[src/rtl/alu_pkg.sv]
// Shared definitions for the 8-bit ALU datapath: opcodes, instruction field
// positions and default widths.
package alu_pkg;

   localparam int unsigned DATA_W_DEFAULT = 8;
   localparam int unsigned REG_AW_DEFAULT = 3;

   localparam logic [3:0] OP_ADD  = 4'd0;
   localparam logic [3:0] OP_SUB  = 4'd1;
   localparam logic [3:0] OP_AND  = 4'd2;
   localparam logic [3:0] OP_OR   = 4'd3;
   localparam logic [3:0] OP_XOR  = 4'd4;
   localparam logic [3:0] OP_SHL  = 4'd5;
   localparam logic [3:0] OP_SHR  = 4'd6;
   localparam logic [3:0] OP_NOT  = 4'd7;
   localparam logic [3:0] OP_MUL  = 4'd8;
   localparam logic [3:0] OP_DIV  = 4'd9;
   localparam logic [3:0] OP_LAST = 4'd9;

   localparam int unsigned INSTR_W = 16;
   localparam int unsigned OPC_W   = 4;
   localparam int unsigned OPC_LSB = 12;
   localparam int unsigned RD_LSB  = 9;
   localparam int unsigned RS1_LSB = 6;
   localparam int unsigned RS2_LSB = 3;

   function automatic logic op_is_legal(input logic [OPC_W-1:0] op);
      return op <= OP_LAST;
   endfunction

endpackage

[src/rtl/reg_file_2r1w.sv]
// Register file: two combinational read ports with write-through bypass,
// one synchronous write port, r0 hardwired to zero.
module reg_file_2r1w
   import alu_pkg::*;
#(
   parameter int unsigned DATA_W = DATA_W_DEFAULT,
   parameter int unsigned REG_AW = REG_AW_DEFAULT
) (
   input  logic              clk,
   input  logic              rst_n,
   input  logic              we_i,
   input  logic [REG_AW-1:0] waddr_i,
   input  logic [DATA_W-1:0] wdata_i,
   input  logic [REG_AW-1:0] raddr_a_i,
   output logic [DATA_W-1:0] rdata_a_o,
   input  logic [REG_AW-1:0] raddr_b_i,
   output logic [DATA_W-1:0] rdata_b_o
);

   localparam int unsigned NumRegs = 1 << REG_AW;

   logic [DATA_W-1:0] mem_q [NumRegs];

   always_ff @(posedge clk or negedge rst_n) begin
      if (!rst_n) begin
         for (int i = 0; i < NumRegs; i++) begin
            mem_q[i] <= '0;
         end
      end else if (we_i && (waddr_i != '0)) begin
         mem_q[waddr_i] <= wdata_i;
      end
   end

   always_comb begin
      rdata_a_o = mem_q[raddr_a_i];
      if (raddr_a_i == '0) begin
         rdata_a_o = '0;
      end else if (we_i && (waddr_i == raddr_a_i)) begin
         rdata_a_o = wdata_i;
      end
   end

   always_comb begin
      rdata_b_o = mem_q[raddr_b_i];
      if (raddr_b_i == '0) begin
         rdata_b_o = '0;
      end else if (we_i && (waddr_i == raddr_b_i)) begin
         rdata_b_o = wdata_i;
      end
   end

endmodule

[src/rtl/operand_fetch.sv]
// Issue stage ahead of the ALU: decodes instructions, tracks outstanding
// destinations in a scoreboard and holds the registered operand payload.
module operand_fetch
   import alu_pkg::*;
#(
   parameter int unsigned DATA_W = DATA_W_DEFAULT,
   parameter int unsigned REG_AW = REG_AW_DEFAULT
) (
   input  logic               clk,
   input  logic               rst_n,
   input  logic               instr_valid,
   output logic               instr_ready,
   input  logic [INSTR_W-1:0] instr,
   input  logic               wb_en,
   input  logic [REG_AW-1:0]  wb_rd,
   input  logic [DATA_W-1:0]  wb_data,
   output logic               issue_valid,
   input  logic               issue_ready,
   output logic [DATA_W-1:0]  Rs1,
   output logic [DATA_W-1:0]  Rs2,
   output logic [OPC_W-1:0]   Opcode,
   output logic [REG_AW-1:0]  issue_rd,
   output logic               illegal
);

   localparam int unsigned NumRegs = 1 << REG_AW;

   logic [OPC_W-1:0]  opc;
   logic [REG_AW-1:0] rd, rs1, rs2;
   logic              legal;
   logic              unused_instr_bits;

   assign opc   = instr[OPC_LSB +: OPC_W];
   assign rd    = instr[RD_LSB +: REG_AW];
   assign rs1   = instr[RS1_LSB +: REG_AW];
   assign rs2   = instr[RS2_LSB +: REG_AW];
   assign legal = op_is_legal(opc);
   assign unused_instr_bits = ^instr[RS2_LSB-1:0];

   logic [DATA_W-1:0] rdata_a, rdata_b;

   reg_file_2r1w #(
      .DATA_W (DATA_W),
      .REG_AW (REG_AW)
   ) u_reg_file (
      .clk       (clk),
      .rst_n     (rst_n),
      .we_i      (wb_en),
      .waddr_i   (wb_rd),
      .wdata_i   (wb_data),
      .raddr_a_i (rs1),
      .rdata_a_o (rdata_a),
      .raddr_b_i (rs2),
      .rdata_b_o (rdata_b)
   );

   logic [NumRegs-1:0] pending_q, pending_d;
   logic [NumRegs-1:0] clr_vec, set_vec, pend_eff;
   logic               issue_valid_q, issue_valid_d;
   logic [DATA_W-1:0]  rs1_q, rs1_d, rs2_q, rs2_d;
   logic [OPC_W-1:0]   opc_q, opc_d;
   logic [REG_AW-1:0]  rd_q, rd_d;
   logic               illegal_q, illegal_d;
   logic               hazard, out_free, accept, issue_load;

   always_comb begin
      clr_vec = '0;
      if (wb_en) begin
         clr_vec[wb_rd] = 1'b1;
      end
      // A register retiring this cycle no longer blocks; r0 is never pending.
      pend_eff = pending_q & ~clr_vec;
      hazard   = legal && (pend_eff[rs1] || pend_eff[rs2] || pend_eff[rd]);

      out_free    = !issue_valid_q || issue_ready;
      instr_ready = out_free && !hazard;
      accept      = instr_valid && instr_ready;
      issue_load  = accept && legal;

      set_vec = '0;
      if (issue_load) begin
         set_vec[rd] = 1'b1;
      end
      // Set after clear so a same-cycle set and clear leaves the bit set.
      pending_d = (pend_eff | set_vec) & ~NumRegs'(1);

      issue_valid_d = issue_valid_q;
      rs1_d         = rs1_q;
      rs2_d         = rs2_q;
      opc_d         = opc_q;
      rd_d          = rd_q;
      if (issue_load) begin
         issue_valid_d = 1'b1;
         rs1_d         = rdata_a;
         rs2_d         = rdata_b;
         opc_d         = opc;
         rd_d          = rd;
      end else if (issue_ready) begin
         issue_valid_d = 1'b0;
      end
      illegal_d = accept && !legal;
   end

   always_ff @(posedge clk or negedge rst_n) begin
      if (!rst_n) begin
         pending_q     <= '0;
         issue_valid_q <= 1'b0;
         rs1_q         <= '0;
         rs2_q         <= '0;
         opc_q         <= '0;
         rd_q          <= '0;
         illegal_q     <= 1'b0;
      end else begin
         pending_q     <= pending_d;
         issue_valid_q <= issue_valid_d;
         rs1_q         <= rs1_d;
         rs2_q         <= rs2_d;
         opc_q         <= opc_d;
         rd_q          <= rd_d;
         illegal_q     <= illegal_d;
      end
   end

   assign issue_valid = issue_valid_q;
   assign Rs1         = rs1_q;
   assign Rs2         = rs2_q;
   assign Opcode      = opc_q;
   assign issue_rd    = rd_q;
   assign illegal     = illegal_q;

endmodule

[config.mk]
export PLATFORM = sky130hd
export DESIGN_NAME = operand_fetch
export DESIGN_NICKNAME = d
export VERILOG_FILES = /design/src/rtl/alu_pkg.sv /design/src/rtl/reg_file_2r1w.sv /design/src/rtl/operand_fetch.sv
export SDC_FILE = /design/constraint.sdc
export NUM_CORES = 1
export LEC_CHECK = 0
export BUFFER_PORTS_ARGS = -buffer_cell sky130_fd_sc_hd__buf_2
export CORE_ASPECT_RATIO = 1.4
export CORE_MARGIN = 2
export CORE_UTILIZATION = 45
export CTS_BUF_LIST = sky130_fd_sc_hd__clkbuf_4
export CTS_CLUSTER_DIAMETER = 40
export DETAILED_ROUTE_END_ITERATION = 10
export GPL_TIMING_DRIVEN = 0
export PLACE_DENSITY = 0.74
export SLEW_MARGIN = 25
export SYNTH_ARGS = -nofsm -noshare
export SYNTH_HDL_FRONTEND = slang
export SYNTH_SLANG_ARGS = --single-unit
[constraint.sdc]
create_clock -name clk -period 2.53 [get_ports clk]
set_input_delay 0.1265 -clock clk [delete_from_list [all_inputs] [get_ports clk]]
set_output_delay 0.1265 -clock clk [all_outputs]
set_load 0.02 [all_outputs]
# After elaboration in Yosys (flattened, before gate mapping)
# Cells that the tools add are included.
# totals
input_bits	32
word_cells	82
mem_bits_ro	0
mem_count	0
latch_bits	0
out_inout_bits	26
reg_bits	96
ram_bits	0
# op_classes
mul	0
n_shift	0
n_div	0
order_cmp	11
reduce_logical	21
n_eq_ne	2
bitwise_logic	6
addsub	0
mux	27
# op_table
op	n
$mux W8	11
$bwmux W64	1
$bmux W8 S3	2
$demux W8 S3	1
$lt A3 B4 Y1 const B	4
$ge A4 B4 Y1 const B	3
$not A3 Y4	3
$logic_and A1 B1 Y1	11
$bmux W1 S3	3
$and A8 B8 Y8	1
$not A8 Y8	1
$or A8 B8 Y8	1
$mux W1	7
$demux W1 S3	2
$eq A3 B3 Y1	2
$ge A3 B1 Y1 const B	2
$logic_not A3 Y1	2
$le A4 B4 Y1 const B	1
$lt A4 B1 Y1 const B	1
$logic_not A1 Y1	3
$logic_or A1 B1 Y1	3
$reduce_bool A3 Y1	1
$reduce_bool A2 Y1	1

# Logic depth before layout (Yosys ltp)
# Gate-level depths: netlist of the first run.
# depth
depth_word	18
ltp_mapped	9
depth_no_buf	6

# By module
# A second synthesis of the first run with hierarchy kept.
# hier_totals
hier_cells	378
hier_area_um2	5338.9
# by_module_without_submodules
mod	seq_area_each_um2	cells_each	instances	area_per_inst_um2
reg_file_2r1w	1601.5	244	1	3717.3
operand_fetch	800.8	134	1	1621.6

# Least setup slack after synthesis of the first run
# Ideal clock, no wire load.
# synth_path
path_kind	reg-to-reg
startpoint	register pending_q[2]
endpoint	register opc_q[0] (netlist: Opcode[0])
t_arrival_ns	1.944
stages_incl_launch_ff	8
t_required_ns	2.405
slack_ns	0.461
synth_period_minus_slack_ns	2.069
path_buffers	1
setup_ns	0.125
cell_sequence	dfrtp_1 -> nor2b_1 -> a32o_1 -> a211o_1 -> nor4_4 -> nand4_4 -> buf_6 -> mux2_4
# synth_between
elab_chain_len	10
elab_cells_between_ends	14
cone_classes	mux (6); bitwise (1); reduce/logical (7)
# synth_rtl
element	line_no	rtl
start, declared	operand_fetch.sv:57	logic [NumRegs-1:0] pending_q, pending_d;
start signal, assigned	operand_fetch.sv:114	pending_q <= pending_d;
$and A8 B8 Y8 *	operand_fetch.sv:72	pend_eff = pending_q & ~clr_vec;
$bmux W1 S3	operand_fetch.sv:73	hazard = legal && (pend_eff[rs1] || pend_eff[rs2] || pend_eff[rd]);
$mux W1 (implied by the code)	operand_fetch.sv:73	
$logic_or A1 B1 Y1	operand_fetch.sv:73	
$logic_or A1 B1 Y1 *	operand_fetch.sv:73	
$logic_and A1 B1 Y1 *	operand_fetch.sv:73	
$logic_not A1 Y1 *	operand_fetch.sv:76	instr_ready = out_free && !hazard;
$logic_and A1 B1 Y1 *	operand_fetch.sv:76	
$logic_and A1 B1 Y1 *	operand_fetch.sv:77	accept = instr_valid && instr_ready;
$logic_and A1 B1 Y1 *	operand_fetch.sv:78	issue_load = accept && legal;
end signal, assigned	operand_fetch.sv:118	opc_q <= opc_d;
end, declared	operand_fetch.sv:61	logic [OPC_W-1:0] opc_q, opc_d;
# Every way passes the cells marked *; elsewhere a longest branch is shown, timed or not. The select of a mux whose other input is x is not followed.
# A chain may end at the register's enable or synchronous reset.

# Final worst setup path of the first run
# layout_path
startpoint	register pending_q[2]
endpoint	output instr_ready
# layout_between
elab_chain_len	8
elab_cells_between_ends	12
cone_classes	mux (6); bitwise (1); reduce/logical (5)
# layout_rtl
element	line_no	rtl
$and A8 B8 Y8 *	operand_fetch.sv:72	
$bmux W1 S3	operand_fetch.sv:73	
$mux W1 (implied by the code)	operand_fetch.sv:73	
$logic_or A1 B1 Y1	operand_fetch.sv:73	
$logic_or A1 B1 Y1 *	operand_fetch.sv:73	
$logic_and A1 B1 Y1 *	operand_fetch.sv:73	
$logic_not A1 Y1 *	operand_fetch.sv:76	
$logic_and A1 B1 Y1 *	operand_fetch.sv:76	
end, declared	operand_fetch.sv:12	output logic instr_ready,
# Marks and branches as above.

==> metrics.md, run 1 <==
| Metric | Value |
|---|---|
| Run status | finished, final reports clean |
| First-pass GRT wire length | 19,780 um |
| CTS tree | yes |
| Worst-margin pin slew | 0.7828 ns |
| Post-Syn Area | 5335 um^2 |
| Pleak | 2.799 nW |
| Worst-path clk slew | 0.16 ns |
| Latest clock arrival within the worst-skew pair | 0.46 ns |
| Die width | 96.03 um |
| Vias | 3,742 |
| Max VDD drop | 0.2706 mV |
| Row count | 47 |
| Pre-antenna DRT Iters | 5 |
| Area contributors post-synth | dfrtp_1, mux4_2, mux2_2 |
| Port Buf Inserts | 43 |
| Core ar. | 11,700 um^2 |
| Mapped Avg Cell Area | 12.82 um^2 |
| Worst hold-check path type | input pin to flop |
| Global-route usage over all layers | 20.78% |
| Global-route congestion overflow total | 0 |
| Vias/cell | 5.820 |
| HPWL after DPL | 8726 um |
| Layout net count | 522 |
| Max Cap Viol | 0 |
| Seq/Total Area, Yosys | 45.03% |
| Die area | 12,760 um^2 |
| Initial core utilization | 45.59% |
| Root Buffer Master | clkbuf_4 |
| Final min period | 2.401 ns |
| CTS H-tree depth | 3 |
| Worst clock skew | 0.02218 ns |
| Primary FF master, synth | dfrtp_1 |
| FMAX | 416.6 MHz |
| Final setup viols | 0 |
| Sink Count | 96 |
| Detailed Route Iter0 Violations | 275 |
| I/O pins | 58 |
| Number of global-route vias before repair | 3,845 |
| CP Class | flop to primary output |
| Final Power | 4.668 mW |
| Clock Path Buffers | 2 |
| Post-synth top area cell | dfrtp_1 |
| Antenna Nets Post-Route | 0 |
| Total wire length | 12,750 um |
| Most common cell after layout, fill and taps aside | dfrtp_1 |
| Ys async rst share | 100.0% |
| Hold Fails Final Rpt | 0 |
| Most frequent cells in the layout | dfrtp_1, nand2_1, buf_2 |
| Post-synth top area share | 45.03% |
| Relative slew slack | 47.81% |
| PD cells | 765.8 nW/um^2 |
| Crit start category | flop |
| Synth Net Count | 448 |
| Share of cells above drive strength 1 | 39.80% |
| Post-synth EDFFs | 0 |
| Synth unique cells | 48 |
| Yosys Warn Count | 0 |
| Final worst path period share | 94.88% |
| Area growth syn-to-layout | 14.26% |
| Num CTS Buffers | 9 |
| Crit-path max FO | 3 |
| Count of state elements after synthesis | 96 |
| Crit path DAT | 2.27 ns |
| CP Data Required Time | 2.40 ns |
| Largest net degree at the start of global routing | 60 |
| Initial antenna violation count | 1 |
| Drt wl/cell | 19.82 um |
| Final slew viol count | 0 |
| Die Y | 132.8 um |
| # DRC | 0 |
| Crit end category | primary output |
| Final Util | 52.09% |
| RSZ-0062 raised after global routing | no |
| Cells after Synth | 416 |
| RD Place Congestion | 0.8806 |
[cell type report]
| cell class | count | area, um^2 |
|---|---|---|
| Tap cell | 147 | 183.9 |
| Timing Repair Buffer | 63 | 439.2 |
| Fill cell | 1010 | 5607 |
| Clock inverter | 6 | 46.29 |
| Multi-Input combinational cell | 269 | 2675 |
| Sequential cell | 96 | 2402 |
| Antenna cell | 1 | 2.502 |
| Buffer | 45 | 249.0 |
| Inverter | 6 | 22.52 |
| Clock buffer | 10 | 75.07 |
[worst max-delay path, stage by stage, from the launching register on]
cell      delay (ns)
dfrtp_1         0.41
nor2b_1         0.13
a32o_1          0.21
a211o_1         0.30
nor4_4          0.37
inv_1           0.10
a21boi_2        0.15
buf_4           0.15
[cell usage after synthesis, types with 3 or more instances]
library cell and n:
clkbuf_2 8, inv_1 6, nor2b_1 4, a211oi_1 16, buf_2 11, o21ai_0 3, nor2_1 20, mux4_2 32
and3b_1 3, dfrtp_1 96, mux2_4 21, buf_4 3, mux2i_1 16, buf_6 6, nand4b_1 3, nor3b_1 3
nand2_1 61, clkbuf_1 15, mux2_2 41, xnor2_1 6
[sequential cells by signal, indices dropped and copies added, names as in the netlist]
signal,cells
Opcode,4
illegal,1
Rs1,8
u_reg_file.mem_q,64
issue_rd,3
pending_q,7
Rs2,8
issue_valid,1
[per-layer routing]
layer	wire, um	vias up	GRT usage [%]
li1	-	1673	-
met4	592	0	13.02
met5	0	-	0
met2	6635	161	35.19
met3	774	51	2.790
met1	4742	1857	24.20
[where the power goes]
group          internal (mW)  leakage [nW]  switching, mW
registers               1.94          1.19          0.262
logic                  0.905          1.54          0.813
clock network          0.216        0.0626          0.529
[stage by stage]
| stage | cell area (um^2) | worst slack (ns) | TNS (ns) | hold WS (ns) | instances |
|---|---|---|---|---|---|
| 2_1_floorplan | 5335 | 0.4610 | 0 | -0.1691 | 416 |
| 3_3_place_gp | 5734 | -0.1277 | -0.7632 | 0.3615 | 606 |
| 3_5_place_dp | 5778 | -0.05246 | -0.2721 | 0.05544 | 607 |
| 4_1_cts | 6080 | 0.01018 | 0 | 0.02123 | 641 |
| 5_1_grt | 6096 | 0.02331 | 0 | 0.03726 | 643 |
| 6_report | 6096 | 0.1294 | 0 | 0.03344 | 643 |
[path summary, 6_finish.rpt]
check / slack (ns) / start / cells after the start / to
hold / removal: 0.03 / issue_ready / 3 / issue_valid$_DFFE_PN0P_
setup reg to reg: 0.29 / pending_q[2]$_DFF_PN0_ / 7 / Rs1[0]$_DFFE_PN0P_
setup / recovery: 0.13 / pending_q[2]$_DFF_PN0_ / 7 / instr_ready
min in group asynchronous: 0.12 / rst_n / 2 / u_reg_file.mem_q[45]$_DFFE_PN0P_
hold reg to reg: 0.50 / u_reg_file.mem_q[58]$_DFFE_PN0P_ / 1 / u_reg_file.mem_q[58]$_DFFE_PN0P_
max in group asynchronous: 1.81 / rst_n / 3 / Rs1[0]$_DFFE_PN0P_
[what timing repair did]
item / CTS / global route
hold buffers: 18 / 0
buffers inserted: 0 / 1
gates resized for setup: 0 / 4
endpoints found under the hold margin: 123 / 0
endpoints found under the setup margin: 0 / 1
[cells by family after synthesis]
family                 synth area share [%]
buffers and inverters                 5.089
AO/OA/AOI/OAI                         5.793
XOR/XNOR                             0.9850
AND/OR/NAND/NOR                       12.03
flip-flops                            45.03
multiplexers                          31.07
Note: power is estimated with default switching activity, not from simulation.
==> run 2, diff against run 1 <==
BUFFER_PORTS_ARGS = -buffer_cell sky130_fd_sc_hd__buf_4   (was -buffer_cell sky130_fd_sc_hd__buf_2)
CORE_UTILIZATION = 52   (was 45)
PLACE_DENSITY = 0.82   (was 0.74)
==> run 2 against run 1 <==
Critical path depth stayed put. Non-clock buffer count stayed put. Combinational power rose by 6%. Register-to-register slack got worse by 0.07 ns. Global-route usage grew 4.2 points. Die area down 13%. Worst hold slack lost 0.0066 ns. Via count grew 1.7%. Final cell count decreased by 1.9%. Worst setup slack improved by 0.011 ns. Highest routed layer unchanged. Clock skew shrank 0.0060 ns. Flip-flop and latch count stayed put.
==> metrics.md, run 2 (synthesis results as in run 1) <==
| Metric | Value |
|---|---|
| Run status | finished, final reports clean |
| Setup TNS | 0 ns (unchanged) |
| I/O pins | 58 (unchanged) |
| Worst path depth | 7 (unchanged) |
| Final min period | 2.389 ns (-0.01146 ns) |
| Crit end category | primary output |
| Worst-margin pin slew | 0.8650 ns (+0.08219 ns) |
| Relative slew slack | 42.02% (-5.8 points) |
| Worst-path clk slew | 0.14 ns (-0.02 ns) |
| Area growth syn-to-layout | 15.34% |
| Initial antenna violation count | 1 (unchanged) |
| Crit-path max FO | 2 (-1) |
| Final Util | 61.82% (+9.7 points) |
| RD Place Congestion | 0.8203 (-6.8%) |
| Sequential group share of total power | 46.3% (-0.9 points) |
| HPWL after DPL | 8583 um (-1.6%) |
| Clock Path Buffers | 2 (unchanged) |
| Pint | 3.183 mW (+3.9%) |
| DP Area | 5841 um^2 (+1.1%) |
| Hold Fails Final Rpt | 0 (unchanged) |
| Root Buffer Master | clkbuf_4 |
| CTS tree | yes |
| Max Cap Viol | 0 (unchanged) |
| Detailed Route Iter0 Violations | 378 (+37%) |
| Antenna Nets Post-Route | 0 (unchanged) |
| Final setup viols | 0 (unchanged) |
| CP Data Required Time | 2.40 ns (about the same) |
| CP Cell Sequence | nor2b_1 -> a32o_1 -> a211o_1 -> nor4_4 -> inv_1 -> a21boi_0 -> buf_4 |
| Pleak | 2.817 nW (+0.64%) |
| GR Util met1 | 30.05% (+5.9 points) |
| Worst clock skew | 0.01623 ns (-0.005957 ns) |
| Design area | 6153 um^2 (+0.94%) |
| Port Buf Inserts | 43 (unchanged) |
| Num CTS Buffers | 9 (unchanged) |
| CTS H-tree depth | 3 (unchanged) |
| Gate power share | 38.1% (+1.3 points) |
| Slowest Stage Delay on Critical Path | 0.40 ns (about the same) |
| Max VDD drop | 0.3261 mV (+20%) |
| Row count | 43 (-8.5%) |
| Critical path's top delay family | compound AO/OA/AOI/OAI gates |
| Slowest stage cell, crit path | dfrtp_1 |
| Most frequent cells in the layout | dfrtp_1, nand2_1, buf_4 |
| Hold depth | 3 (unchanged) |
| Hold WS | 0.02684 ns (-0.006607 ns) |
| GR Util met2 | 40.40% (+5.2 points) |
| Total wire length | 12,910 um (+1.3%) |
| Most common cell after layout, fill and taps aside | dfrtp_1 |
| Vias | 3,804 (+1.7%) |
| # DRC | 0 (unchanged) |
| Die area | 11,100 um^2 (-13%) |
| Layout net count | 522 (unchanged) |
| CP Class | flop to primary output |
| Final slew viol count | 0 (unchanged) |
| Final worst path period share | 94.43% (-0.45 points) |
| Vias/cell | 6.029 (+3.6%) |
| R2r worst-path depth | 8 (+1) |
| Global-route congestion overflow total | 0 (unchanged) |
| Max reg flops | 64 (unchanged) |
| Core ar. | 9953 um^2 (-15%) |
| Crit start category | flop |
| Sink Count | 96 (unchanged) |
| Sw frac | 33.88% (-0.49 points) |
| PD cells | 782.4 nW/um^2 (+2.2%) |
| Global route hottest layer | met2 |
| Initial core utilization | 53.60% (+8.0 points) |
| Biggest register | u_reg_file.mem_q |
| Die width | 89.61 um (-6.7%) |
| Crit path DAT | 2.26 ns (about the same) |
| Pre-antenna DRT Iters | 7 (+2) |
| Number of global-route vias before repair | 3,902 (+1.5%) |
| Crit path buf inv count | 2 (unchanged) |
| FMAX | 418.6 MHz (+0.48%) |
| Worst hold-check path type | input pin to flop |
| First-pass GRT wire length | 20,090 um (+1.5%) |
| Drt wl/cell | 20.45 um (+3.2%) |
| Clk pwr share | 15.6% (-0.4 points) |
| Share of cells above drive strength 1 | 39.39% (-0.40 points) |
| Latest clock arrival within the worst-skew pair | 0.47 ns (about the same) |
| P_sw | 1.631 mW (+1.6%) |
| Largest net degree at the start of global routing | 97 (+62%) |
| Die Y | 123.9 um (-6.8%) |
| Met3 Usage GRT | 5.169% (+2.4 points) |
| RSZ-0062 raised after global routing | no |
| Global-route usage over all layers | 24.95% (+4.2 points) |
==> run 2: cell types whose count changed in the layout (fill, tap and decap cells not counted), sizes merged <==
cell,delta
clkinv,-2
clkbuf,+1
inv,+1
==> run 2: area by class of cell <==
type                            count  area (um^2)
Fill cell                         767         3800
Multi-Input combinational cell    269         2671
Sequential cell                    96         2402
Timing Repair Buffer               63        521.8
Buffer                             45        249.0
Tap cell                          135        168.9
Clock buffer                       11        82.58
Clock inverter                      5        32.53
Inverter                            6        22.52
Antenna cell                        1        2.502
==> run 2: layer usage <==
| metal | wire length (um) | vias to the layer above | part of all wire [%] |
|---|---|---|---|
| li1 | - | 1671 | - |
| met1 | 4766 | 1918 | 37 |
| met2 | 6663 | 170 | 52 |
| met3 | 809 | 45 | 6.3 |
| met4 | 668 | 0 | 5.2 |
| met5 | 0 | - | 0 |
==> run 2: final timing paths <==
check | slack (ns) | to | from
min | 0.03 | issue_valid$_DFFE_PN0P_ | issue_ready
max reg2reg | 0.22 | Rs1[5]$_DFFE_PN0P_ | pending_q[2]$_DFF_PN0_
max | 0.14 | instr_ready | pending_q[2]$_DFF_PN0_
max in group asynchronous | 1.67 | u_reg_file.mem_q[16]$_DFFE_PN0P_ | rst_n
min reg2reg | 0.50 | u_reg_file.mem_q[61]$_DFFE_PN0P_ | u_reg_file.mem_q[61]$_DFFE_PN0P_
min in group asynchronous | 0.28 | u_reg_file.mem_q[43]$_DFFE_PN0P_ | rst_n
==> run 2: worst reg2reg max path: cells and delay by family, from the launching register on <==
kind                   cells  cell delay (ns)
DFF                        1             0.40
and+or+nand+nor            3             0.56
buffers and inverters      2             0.40
AOI/OAI and AO/OA          2             0.55
muxes                      1             0.31
==> run 2: what timing repair did <==
| item | 4_1_cts | 5_1_grt |
|---|---|---|
| endpoints found under the setup margin | 1 | 1 |
| hold endpoints to repair | 125 | 0 |
| hold buffers | 18 | 0 |
| resized for setup | 0 | 0 |
| buffers inserted | 0 | 2 |
| pin swaps | 1 | 1 |
==> run 2: per-stage QoR <==
step | worst slack, ns | instances | power [mW]
2_1_floorplan | 0.4610 | 416 | 3.418
3_3_place_gp | -0.1454 | 594 | 3.958
3_5_place_dp | -0.03758 | 594 | 4.047
4_1_cts | 0.01336 | 628 | 4.801
5_1_grt | 0.04801 | 631 | 5.062
6_report | 0.1409 | 631 | 4.814
==> run 2: power groups by stage <==
stage	Sequential [mW]	Combinational (mW)	Clock [mW]
3_3_place_gp	2.21	1.75	0
4_1_cts	2.22	1.82	0.754
3_5_place_dp	2.25	1.80	0
6_report	2.23	1.83	0.751
2_1_floorplan	2.41	1.01	0
5_1_grt	2.27	1.97	0.822
==> run 3, diff against run 2 <==
ABC_AREA = 1   (was not set)
RECOVER_POWER = 25   (was not set)
==> run 3 against run 2 <==
Combinational power fell by 11%. First-iteration DRC count rose by 69%. Flip-flop and latch count stayed put. Maximum frequency grew 4.9%. Critical path type is now input pin to flop. Largest power group unchanged.
==> metrics.md, run 3 <==
| Metric | Value |
|---|---|
| Run status | finished, final reports clean |
| Crit-path max FO | 10 (+8) |
| R2R Setup Slk | 0.76 ns (+0.54 ns) |
| Synth Net Count | 693 (+55%) |
| PD cells | 765.5 nW/um^2 (-2.2%) |
| Max reg flops | 64 (unchanged) |
| CP Class | input pin to flop |
| Root Buffer Master | clkbuf_4 |
| CTS tree | yes |
| Crit path buf inv count | 3 (+1) |
| Vias/cell | 5.960 (-1.1%) |
| Clk pwr share | 18.0% (+2.4 points) |
| Number of fillers in the final layout | 906 (+18%) |
| Clock Path Buffers | 2 (unchanged) |
| Most used cell, CP | clkbuf_1 |
| Layout net count | 768 (+47%) |
| Worst-margin pin slew | 1.312 ns (+0.4473 ns) |
| Seq/Total Area, Yosys | 46.03% (+1.0 points) |
| # DRC | 0 (unchanged) |
| Multi-input gate area | 2372 um^2 (-11%) |
| Global-route congestion overflow total | 0 (unchanged) |
| Sw frac | 38.39% (+4.5 points) |
| Pleak | 2.815 nW (about the same) |
| Placed Cells | 846 (+42%) |
| FMAX | 439.1 MHz (+4.9%) |
| CP Data Required Time | 2.95 ns (+0.55 ns) |
| R2R Path End | Rs2[1]$_DFFE_PN0P_ |
| Max VDD drop | 0.3300 mV (+1.2%) |
| Worst clock skew | 0.02257 ns (+0.006341 ns) |
| Share of cells above drive strength 1 | 15.68% (-24 points) |
| Design area | 5995 um^2 (-2.6%) |
| Largest net degree at the start of global routing | 97 (unchanged) |
| Crit end category | flop |
| DP Area | 5767 um^2 (-1.3%) |
| Pre-antenna DRT Iters | 8 (+1) |
| Initial antenna violation count | 0 (-1) |
| Most frequent cells in the layout | nand2_1, dfrtp_1, o21ai_0 |
| Vias | 5,215 (+37%) |
| Initial core utilization | 53.01% (-0.60 points) |
| Post-synth top area cell | dfrtp_1 |
| Die area | 10,860 um^2 (-2.1%) |
| Die Y | 122.5 um (-1.1%) |
| Reg-to-Reg Start | pending_q[3]$_DFF_PN0_ |
| RD Place Congestion | 0.9896 (+21%) |
| Final setup viols | 0 (unchanged) |
| Mapped Avg Cell Area | 7.895 um^2 (-38%) |
| Gate power share | 35.3% (-2.8 points) |
| Ys async rst share | 100.0% (unchanged) |
| Detailed Route Iter0 Violations | 637 (+69%) |
| Slowest stage cell, crit path | clkbuf_1 |
| Sequential group share of total power | 46.7% (+0.4 points) |
| Hold Startpoint | wb_data[4] |
| Most common cell after layout, fill and taps aside | nand2_1 |
| WHS Endpoint | Rs2[4]$_DFFE_PN0P_ |
| Post-Syn Area | 5219 um^2 (-2.2%) |
| Area contributors post-synth | dfrtp_1, nand2_1, o21ai_0 |
| I/O pins | 58 (unchanged) |
| Final Util | 60.88% (-0.94 points) |
| Drt wl/cell | 20.11 um (-1.7%) |
| Core ar. | 9846 um^2 (-1.1%) |
| Port Buf Inserts | 50 (+16%) |
| Critical path's top delay family | buffers and inverters |
| Crit start category | input pin |
| Top-count cell post-synth | nand2_1 |
| Row count | 43 (unchanged) |
| Crit path DAT | 2.70 ns (+0.44 ns) |
| FF/Latch Area | 2402 um^2 (unchanged) |
| Hold depth | 3 (unchanged) |
| Pint | 2.827 mW (-11%) |
| Max Cap Viol | 0 (unchanged) |
| Relative slew slack | 12.51% (-30 points) |
| Primary FF master, synth | dfrtp_1 |
| Hold Fails Final Rpt | 0 (unchanged) |
| Worst hold-check path type | input pin to flop |
| HPWL after DPL | 12,570 um (+46%) |
| Area growth syn-to-layout | 14.86% |
| Total wire length | 17,590 um (+36%) |
| Global-route usage over all layers | 34.08% (+9.1 points) |
| Yosys Warn Count | 0 (unchanged) |
| Num CTS Buffers | 9 (unchanged) |
| Slowest Stage Delay on Critical Path | 0.58 ns (+0.18 ns) |
| Biggest register | u_reg_file.mem_q |
| R2r worst-path depth | 11 (+3) |
| P_sw | 1.761 mW (+8.0%) |
| Latest clock arrival within the worst-skew pair | 0.48 ns (about the same) |
| Worst-path clk slew | 0.16 ns (+0.02 ns) |
| First-pass GRT wire length | 27,270 um (+36%) |
| Sink Count | 96 (unchanged) |
| CP Cell Sequence | clkbuf_1 -> inv_2 -> nand2_1 -> clkbuf_1 -> o221ai_1 -> o211ai_1 -> nand3_1 -> o21ai_2 |
| Final Power | 4.589 mW (-4.7%) |
| Die width | 88.67 um (-1.0%) |
| Count of state elements after synthesis | 96 (unchanged) |
| Post-synth top area share | 46.03% (+1.0 points) |
| Final min period | 2.278 ns (-0.1115 ns) |
| Antenna Nets Post-Route | 0 (unchanged) |
| RSZ-0062 raised after global routing | no |
| Post-synth EDFFs | 0 (unchanged) |
| Fin cells | 875 (+39%) |
| CTS H-tree depth | 3 (unchanged) |
| ANT cells | 0 (-1) |
| Synth unique cells | 35 (-27%) |
| Synth top cells by count | nand2_1, dfrtp_1, o21ai_0 |
| Number of global-route vias before repair | 5,109 (+31%) |
| Cells after Synth | 661 (+59%) |
| Final slew viol count | 0 (unchanged) |
| Final worst path period share | 90.02% (-4.4 points) |
==> run 3: changes by cell type in the layout (fill, tap and decap cells not counted), sizes merged, moves of 16 or more <==
cell / change
a21oi: +43
mux2: -62
o211ai: +18
o21ai: +113
nand3: +37
inv: +48
mux2i: -16
nand2: +125
mux4: -32
==> run 3: how the worst max path moves through the flow <==
stage,start,end,cells after the start
2_1_floorplan,wb_rd[1],Rs1[5]$_DFFE_PN0P_,13
3_3_place_gp,instr[7],Rs1[1]$_DFFE_PN0P_,8
3_5_place_dp,instr[7],Rs1[1]$_DFFE_PN0P_,8
4_1_cts,instr[7],Rs1[1]$_DFFE_PN0P_,8
5_1_grt,wb_rd[2],instr_ready,13
6_report,instr[7],Rs1[1]$_DFFE_PN0P_,8
==> run 3: cell type report <==
cell class / instances / area share (%)
buffer: 43 / 3.402
clock buffer: 9 / 1.127
clock inverter: 6 / 1.023
inverter: 56 / 3.507
multi-input combinational: 466 / 39.57
sequential: 96 / 40.08
tap: 135 / 2.818
timing repair buffer: 64 / 8.474
==> run 3: power groups by stage <==
stage | clock, mW | combinational [mW] | sequential, mW
6_report | 0.826 | 1.62 | 2.14
3_3_place_gp | 0 | 1.55 | 2.15
3_5_place_dp | 0 | 1.59 | 2.17
4_1_cts | 0.833 | 1.61 | 2.13
5_1_grt | 0.892 | 1.77 | 2.19
2_1_floorplan | 0 | 0.787 | 2.33
==> run 3: routing by layer <==
| layer | global-route usage (%) | wire length, um | vias up |
|---|---|---|---|
| li1 | - | - | 2361 |
| met1 | 41.92 | 6647 | 2422 |
| met2 | 54.71 | 8181 | 342 |
| met3 | 5.851 | 1610 | 90 |
| met4 | 21.40 | 1154 | 0 |
| met5 | 0 | 0 | - |
==> run 3: kinds of logic (layout without fill, tap and decap cells) <==
group                     count (synthesis)  count (layout)  synth area share (%)
and+or+nand+nor                         264             264                 21.86
AOI/OAI and AO/OA                       201             201                 24.00
xor gates and xnor gates                  1               1                0.1679
buffers and inverters                    99             178                 7.936
DFF                                      96              96                 46.03
==> run 3: repair_timing <==
item,CTS,global route
setup endpoints to repair,0,0
hold endpoints to repair,112,0
setup buffers,0,0
hold buffers,14,0
gates resized for setup,0,0
==> run 3: worst min-delay path, delay by kind of cell <==
family / cells / cell delay [ns]
compound gates: 2 / 0.30
buf+inv: 1 / 0.09
==> run 3: per-stage QoR <==
stage | hold slack (ns) | TNS [ns] | worst slack (ns)
after global routing | 0.06780 | 0 | 0.2210
after floorplan | -0.1691 | 0 | 0.8573
after detailed placement | 0.2816 | -0.2085 | -0.1092
after global placement | 0.3566 | -0.1315 | -0.07096
final | 0.06405 | 0 | 0.2524
after CTS | 0.06818 | 0 | 0.3907
